===== config.mk =====
export PLATFORM = sky130hd
export DESIGN_NAME = tube_display_scheduler_flat
export DESIGN_NICKNAME = d
export VERILOG_FILES = /design/src/rtl/tube_display_scheduler_if.sv /design/src/rtl/tube_display_scheduler.sv /design/src/flat_wrapper.sv
export SDC_FILE = /design/constraint.sdc
export NUM_CORES = 1
export LEC_CHECK = 0
export CAP_MARGIN = 5
export CORE_ASPECT_RATIO = 0.7
export CORE_MARGIN = 10
export CORE_UTILIZATION = 44
export DETAILED_ROUTE_END_ITERATION = 8
export PLACE_DENSITY = 0.89
export SYNTH_ARGS = -nofsm -noshare
export SYNTH_HDL_FRONTEND = slang
export SYNTH_SLANG_ARGS = --single-unit

===== constraint.sdc =====
create_clock -name CLK -period 6.4 [get_ports CLK]
set_input_delay 1.28 -clock CLK [delete_from_list [all_inputs] [get_ports CLK]]
set_output_delay 1.28 -clock CLK [all_outputs]
set_load 0.03 [all_outputs]

===== src/rtl/tube_display_scheduler_if.sv =====
// tube_display_scheduler_if: source bus, board controls and digit-driver outputs of the tube scheduler
interface tube_display_scheduler_if #(
    parameter int NUM_SRC = 4,
    parameter int IDX_W   = 2
);
    logic [NUM_SRC*32-1:0] Src_Data;
    logic [NUM_SRC-1:0]    Src_Valid;
    logic                  Btn_Next;
    logic                  Btn_Hold;
    logic                  Auto_En;
    logic [31:0]           Disp_Data;
    logic                  Disp_Sel;
    logic                  Scan_Tick;
    logic [IDX_W-1:0]      Cur_Src;
    logic                  Blank;

    modport master (
        output Src_Data, Src_Valid, Btn_Next, Btn_Hold, Auto_En,
        input  Disp_Data, Disp_Sel, Scan_Tick, Cur_Src, Blank
    );

    modport slave (
        input  Src_Data, Src_Valid, Btn_Next, Btn_Hold, Auto_En,
        output Disp_Data, Disp_Sel, Scan_Tick, Cur_Src, Blank
    );
endinterface


===== src/rtl/tube_display_scheduler.sv =====
// tube_display_scheduler: time-shares one 4-digit tube between several 32-bit sources, one 16-bit half at a time
module tube_display_scheduler #(
    parameter int NUM_SRC     = 4,
    parameter int SCAN_DIV    = 50000,
    parameter int DWELL_TICKS = 2000,
    parameter int IDX_W       = 2
) (
    input  logic                     CLK,
    input  logic                     RST_N,
    tube_display_scheduler_if.slave  bus
);
    localparam int SCAN_W  = SCAN_DIV > 1 ? $clog2(SCAN_DIV) : 1;
    localparam int DWELL_W = DWELL_TICKS > 1 ? $clog2(DWELL_TICKS) : 1;

    typedef enum logic [1:0] {IDLE, SHOW_HI, SHOW_LO} state_t;

    state_t             state_q, state_d;
    logic [IDX_W-1:0]   cur_q, cur_d, rr_idx, low_idx;
    logic [SCAN_W-1:0]  scan_q, scan_d;
    logic [DWELL_W-1:0] dwell_q, dwell_d;
    logic               tick_q, scan_wrap;
    logic [31:0]        data_q;
    logic               sel_q, blank_q;
    logic               any_valid, cur_ok, running, expiry;

    assign scan_wrap = scan_q == SCAN_W'(SCAN_DIV - 1);
    assign scan_d    = scan_wrap ? '0 : scan_q + 1'b1;
    assign any_valid = |bus.Src_Valid;
    assign cur_ok    = (int'(cur_q) < NUM_SRC) && bus.Src_Valid[cur_q];
    assign running   = (state_q != IDLE) && !bus.Btn_Hold && bus.Auto_En;
    assign expiry    = tick_q && running && (dwell_q == DWELL_W'(DWELL_TICKS - 1));

    // Round-robin successor of cur_q (itself if it is the only valid one) and lowest valid index
    always_comb begin
        rr_idx  = cur_q;
        low_idx = '0;
        for (int k = NUM_SRC; k >= 1; k--)
            if (bus.Src_Valid[(int'(cur_q) + k) % NUM_SRC]) rr_idx = IDX_W'((int'(cur_q) + k) % NUM_SRC);
        for (int k = NUM_SRC - 1; k >= 0; k--)
            if (bus.Src_Valid[k]) low_idx = IDX_W'(k);
    end

    // Page FSM: losing the shown source outranks expiry and Btn_Next, which merge into one advance
    always_comb begin
        state_d = state_q;
        cur_d   = cur_q;
        if (state_q == IDLE) begin
            if (any_valid) begin
                state_d = SHOW_HI;
                cur_d   = low_idx;
            end
        end else if (!any_valid) begin
            state_d = IDLE;
        end else if (!cur_ok) begin
            state_d = SHOW_HI;
            cur_d   = rr_idx;
        end else if (expiry || bus.Btn_Next) begin
            state_d = (state_q == SHOW_HI) ? SHOW_LO : SHOW_HI;
            cur_d   = (state_q == SHOW_HI) ? cur_q : rr_idx;
        end
        dwell_d = (state_d != state_q || cur_d != cur_q || expiry) ? '0 :
                  (running && tick_q) ? dwell_q + 1'b1 : dwell_q;
    end

    // State, counters and registered display outputs
    always_ff @(posedge CLK) begin
        if (!RST_N) begin
            state_q <= IDLE;
            cur_q   <= '0;
            scan_q  <= '0;
            tick_q  <= 1'b0;
            dwell_q <= '0;
            data_q  <= '0;
            sel_q   <= 1'b0;
            blank_q <= 1'b1;
        end else begin
            state_q <= state_d;
            cur_q   <= cur_d;
            scan_q  <= scan_d;
            tick_q  <= scan_wrap;
            dwell_q <= dwell_d;
            data_q  <= (state_d == IDLE) ? '0 : bus.Src_Data[32*int'(cur_q) +: 32];
            sel_q   <= state_d == SHOW_LO;
            blank_q <= state_d == IDLE;
        end
    end

    assign bus.Disp_Data = data_q;
    assign bus.Disp_Sel  = sel_q;
    assign bus.Scan_Tick = tick_q;
    assign bus.Cur_Src   = cur_q;
    assign bus.Blank     = blank_q;
endmodule


===== src/flat_wrapper.sv =====
// flat-port wrapper written by rule: the top's interface ports become plain ports
module tube_display_scheduler_flat 
#(
    parameter int NUM_SRC     = 4,
    parameter int SCAN_DIV    = 50000,
    parameter int DWELL_TICKS = 2000,
    parameter int IDX_W       = 2
)
  (CLK, RST_N, bus_Src_Data, bus_Src_Valid, bus_Btn_Next, bus_Btn_Hold, bus_Auto_En, bus_Disp_Data, bus_Disp_Sel, bus_Scan_Tick, bus_Cur_Src, bus_Blank);
  tube_display_scheduler_if #(.NUM_SRC(NUM_SRC), .IDX_W(IDX_W)) bus_i ();
  input  logic CLK;
  input  logic RST_N;
  input wire logic [$bits(bus_i.Src_Data)-1:0] bus_Src_Data;
  input wire logic [$bits(bus_i.Src_Valid)-1:0] bus_Src_Valid;
  input wire logic [$bits(bus_i.Btn_Next)-1:0] bus_Btn_Next;
  input wire logic [$bits(bus_i.Btn_Hold)-1:0] bus_Btn_Hold;
  input wire logic [$bits(bus_i.Auto_En)-1:0] bus_Auto_En;
  output wire logic [$bits(bus_i.Disp_Data)-1:0] bus_Disp_Data;
  output wire logic [$bits(bus_i.Disp_Sel)-1:0] bus_Disp_Sel;
  output wire logic [$bits(bus_i.Scan_Tick)-1:0] bus_Scan_Tick;
  output wire logic [$bits(bus_i.Cur_Src)-1:0] bus_Cur_Src;
  output wire logic [$bits(bus_i.Blank)-1:0] bus_Blank;
  assign bus_i.Src_Data = bus_Src_Data;
  assign bus_i.Src_Valid = bus_Src_Valid;
  assign bus_i.Btn_Next = bus_Btn_Next;
  assign bus_i.Btn_Hold = bus_Btn_Hold;
  assign bus_i.Auto_En = bus_Auto_En;
  assign bus_Disp_Data = bus_i.Disp_Data;
  assign bus_Disp_Sel = bus_i.Disp_Sel;
  assign bus_Scan_Tick = bus_i.Scan_Tick;
  assign bus_Cur_Src = bus_i.Cur_Src;
  assign bus_Blank = bus_i.Blank;
  tube_display_scheduler #(.NUM_SRC(NUM_SRC), .SCAN_DIV(SCAN_DIV), .DWELL_TICKS(DWELL_TICKS), .IDX_W(IDX_W)) u_core (.CLK(CLK), .RST_N(RST_N), .bus(bus_i));
endmodule

==> results by stage <==
Critical path:
- On the worst path, the slowest cell contributes a delay of 1.07 ns.
- The critical path goes through clkdlybuf4s50_1, or4_1, mux2_4, a211o_1, or4_4, nor3_1.
- Together, buffers and inverters on the worst path number 1.
- The data arrival time at the worst-slack endpoint is 4.38 ns.
- The worst setup path is captured at a register.
- The worst setup path category is in -> reg.
- Among all stages on the critical path, the largest delay is contributed by sky130_fd_sc_hd__or4_1.
- Along the worst path, the maximum fanout reaches 36.
- STA classifies the critical path startpoint as a primary input.
- The required time at the worst-slack endpoint is 6.65 ns.
- The family with the most delay on the worst path is simple AND/OR/NAND/NOR gates.

Placed design:
- The routability congestion estimate from global placement is 0.830.
- The cell count after placement is 577.
- In this run the tool buffered the top-level ports with 173 buffer cells.
- The HPWL after detailed placement is 9.25 mm.

Power and ir drop:
- The worst voltage drop across the vdd grid is 0.134 mV.
- The overall power is 1.35 mW.
- The total power divided by cell area is 242 nW/µm².
- The leakage power of the design is 2.06 nW.

CTS:
- In this run the post-CTS setup repair buffer count came out at 0.
- Clock latency on the worst-skew pair, taken at its later pin, is 0.33 ns.
- Clock-pin slew was measured on the worst setup and hold paths at 0.05 ns.
- The root cell of the clock tree is sky130_fd_sc_hd__clkbuf_16.
- No sink is reached through more buffers than the 2 on the longest clock path.
- The H-tree generated during clock tree synthesis spans 3 levels.
- In this run, CTS created clock tree buffers numbering 9.
- The clock tree from TritonCTS is done.
- The post-cts resize count is 0.
- The clock net sink count is 66.
- In this run, post-CTS hold repair placed 0 buffers.

Drt:
- The total iterations of the first detailed-routing run is 4.
- The total length of routed wires is 11.7 mm.
- In the routed layout, each cell is associated on average with a via count of 5.47.
- The detail route stage leaves a number of antenna-violating nets equal to 0.
- Summing over every cut layer, the via total after detailed routing is 3,241.
- In the final routed layout, each cell accounts on average for 19.7 µm.
- The number of DRC violations after detailed-routing iteration 0 is 188.
- After detailed routing, the number of remaining DRC violations is 0.

Die:
- The area of the placeable core is 7770 µm².
- The starting utilization of the core area is 0.447.
- From left edge to right edge, the die measures 126 µm.
- The full die area is 11,900 µm².
- The die span in y is 94.4 µm.
- Row generation in the floorplan step produced 27 rows.
- In this run the count of I/O pins placed on the die edge is 174.

Global route:
- The number of antenna violations at the first check in global routing was 0.
- For this run the aggregate overflow at the end of global routing stands at 0.
- The via count of the first global-routing pass was 3,464.
- The first global-routing pass estimated 18.6 mm of wire.
- The all-layer global routing usage is 0.197.
- The maximum number of pins on one net before global-route repair is 42.

Finish:
- The net count of the finished layout is 626.
- Measured on the finished design, the core utilization comes to 0.717.
- The filler cells instantiated in the layout total 560.
- The fraction of layout instances using a drive strength above 1 is 0.136.
- The area occupied by registers is 1320 µm².
- The multi-input combinational cells in the finished layout cover a total of 2030 µm².
- For this run, the number of standard cells in the final layout without fillers is 593.
- Relative to the synthesized area, the layout overhead comes to 60.2%.
- The number of diodes is 0.

Job:
- Across the run, the number of max-cap violations was 0.

Logic synthesis:
- Synthesis instantiated 41 different standard cells from the library.
- Synthesis produced 326 cells.
- For this run, the number of Yosys warnings is 0.
- The synthesized netlist occupies a cell area of 3470 µm².
- A synthesized cell averages 10.7 µm².
- The part of the Yosys area used for sequential elements is 0.380.
- The register bit count reported by yosys is 66.
- Synthesis produced a netlist with a net count of 465.

Timing:
- The actual slew at the worst max-slew pin is 1.23 ns.
- For the final routed database, the setup TNS stands at 0 ns.
- The fraction of the cycle the final worst path needs is 0.646.
- The clock period could shrink to 4.13 ns.
- In this run the tightest slew margin relative to its limit is 0.180.
- Setup repair after global routing left no endpoint under its margin.
- The number of slew-limit violations in the final report is 0.
- Setup violations remaining at the end of the flow were counted as 0.
- The final number of hold-violating endpoints is 0.
- The maximum clock frequency is 242 MHz.
- The final worst clock skew is 0.00322 ns.

Outcome:
- The run finished with clean final reports.

Min path:
- The min-delay analysis places its worst path in the category reg -> reg.
-- cell type report --
type / instances / share of cell area
tap: 101 / 0.0227
sequential: 66 / 0.238
clock buffer: 9 / 0.0404
timing repair buffer: 176 / 0.315
multi-input combinational: 230 / 0.364
inverter: 4 / 0.00270
clock inverter: 7 / 0.0169
-- registers in the layout (all words and copies together) (netlist names) --
register	flops
u_core.dwell_q	11
u_core.bus.Blank	1
u_core.bus.Cur_Src	2
u_core.bus.Disp_Sel	1
u_core.state_q	2
u_core.scan_q	16
u_core.bus.Disp_Data	32
u_core.bus.Scan_Tick	1
-- Yosys cell counts --
master                      number  area (µm²)
sky130_fd_sc_hd__and4_1          2        17.5
sky130_fd_sc_hd__nand3_1        13        65.1
sky130_fd_sc_hd__buf_2           3        15.0
sky130_fd_sc_hd__a21o_1          1        7.51
sky130_fd_sc_hd__o2111a_1        1        11.3
sky130_fd_sc_hd__o211ai_1        4        30.0
sky130_fd_sc_hd__nor3_1          6        30.0
sky130_fd_sc_hd__mux2i_1         6        60.1
sky130_fd_sc_hd__o31a_1          1        8.76
sky130_fd_sc_hd__nor3b_1         1        7.51
sky130_fd_sc_hd__a211oi_1        2        15.0
sky130_fd_sc_hd__nand2b_1        5        31.3
sky130_fd_sc_hd__a21oi_1        10        50.1
sky130_fd_sc_hd__nand4b_1        3        26.3
sky130_fd_sc_hd__o21ai_0         4        20.0
sky130_fd_sc_hd__xnor2_1        12         105
sky130_fd_sc_hd__o21ai_1         2        10.0
sky130_fd_sc_hd__a2111o_1        1        11.3
sky130_fd_sc_hd__nor2_1         24        90.1
sky130_fd_sc_hd__nor3_2         10         100
sky130_fd_sc_hd__nor4_1          5        31.3
sky130_fd_sc_hd__dfxtp_1        66        1320
sky130_fd_sc_hd__mux2_4          1        15.0
sky130_fd_sc_hd__nor2b_1         3        18.8
sky130_fd_sc_hd__a31oi_1         1        6.26
sky130_fd_sc_hd__clkbuf_1       19        71.3
sky130_fd_sc_hd__mux4_2         33         743
sky130_fd_sc_hd__xor2_1         12         105
sky130_fd_sc_hd__buf_1           3        11.3
sky130_fd_sc_hd__or2_2           1        6.26
sky130_fd_sc_hd__a211o_1         3        26.3
sky130_fd_sc_hd__o22ai_1         1        6.26
sky130_fd_sc_hd__or4_1           1        7.51
sky130_fd_sc_hd__nand4_1         2        12.5
sky130_fd_sc_hd__buf_6           1        11.3
sky130_fd_sc_hd__ha_1            2        25.0
sky130_fd_sc_hd__and3_1         40         250
sky130_fd_sc_hd__nand4bb_1       1        11.3
sky130_fd_sc_hd__nand2_1        15        56.3
sky130_fd_sc_hd__inv_1           4        15.0
sky130_fd_sc_hd__or4_4           1        11.3
-- metrics by stage --
| stage | worst slack [ns] | hold slack (ns) | area [µm²] |
|---|---|---|---|
| after floorplan | 3.18 | 0.418 | 3470 |
| after global placement | 2.04 | 0.431 | 5250 |
| after detailed placement | 1.96 | 0.445 | 5250 |
| after CTS | 2.28 | 0.457 | 5570 |
| after global routing | 2.10 | 0.493 | 5570 |
| final | 2.27 | 0.457 | 5570 |
-- worst paths after layout --
kind / depth (start not counted) / start / slack (ns) / end
min reg2reg: 1 / u_core.scan_q[0]$_SDFF_PP0_ / 0.46 / u_core.scan_q[0]$_SDFF_PP0_
max reg2reg: 6 / u_core.bus.Cur_Src[1]$_SDFF_PN0_ / 3.76 / u_core.dwell_q[0]$_SDFFE_PP0P_
max: 6 / bus_Src_Valid[1] / 2.27 / u_core.dwell_q[0]$_SDFFE_PP0P_
min: 1 / u_core.scan_q[0]$_SDFF_PP0_ / 0.46 / u_core.scan_q[0]$_SDFF_PP0_
-- report_power, final --
| part | leakage, nW | internal, mW | switching (mW) |
|---|---|---|---|
| Combinational | 1.37 | 0.211 | 0.164 |
| Clock | 0.151 | 0.339 | 0.176 |
| Sequential | 0.543 | 0.442 | 0.0188 |
-- per-layer routing --
| layer | up-vias | track usage | wire length, µm |
|---|---|---|---|
| met2 | 136 | 0.366 | 6070 |
| met4 | 0 | 0.0473 | 177 |
| li1 | 1537 | - | - |
| met3 | 13 | 0.0638 | 723 |
| met5 | - | 0 | 0 |
| met1 | 1555 | 0.214 | 4720 |
-- cell usage in the layout, fill, tap and decap left out, types with 12 or more instances in the layout --
master	n
sky130_fd_sc_hd__nand3_1	13
sky130_fd_sc_hd__nand2_1	15
sky130_fd_sc_hd__mux4_2	33
sky130_fd_sc_hd__clkdlybuf4s50_1	173
sky130_fd_sc_hd__xor2_1	12
sky130_fd_sc_hd__xnor2_1	12
sky130_fd_sc_hd__dfxtp_1	64
sky130_fd_sc_hd__and3_1	40
sky130_fd_sc_hd__nor2_1	24
-- cells by family (layout without fill, tap and decap cells) --
| kind of cell | after synthesis | in the layout | share of synthesized area |
|---|---|---|---|
| XOR/XNOR | 24 | 24 | 0.0605 |
| AO/OA/AOI/OAI | 31 | 31 | 0.0583 |
| adder cells (fa/ha/maj) | 2 | 2 | 0.00720 |
| AND/OR/NAND/NOR | 133 | 133 | 0.223 |
| flip-flops | 66 | 66 | 0.380 |
| buffers and inverters | 30 | 196 | 0.0356 |
| multiplexers | 40 | 40 | 0.236 |
-- worst reg2reg max path: cells and delay by family (launching register included) --
family / cells / cell delay (ns)
simple gates: 2 / 0.31
flops: 1 / 0.44
buf+inv: 1 / 0.46
compound gates: 3 / 1.27
Power figures use the tool's default switching activity.
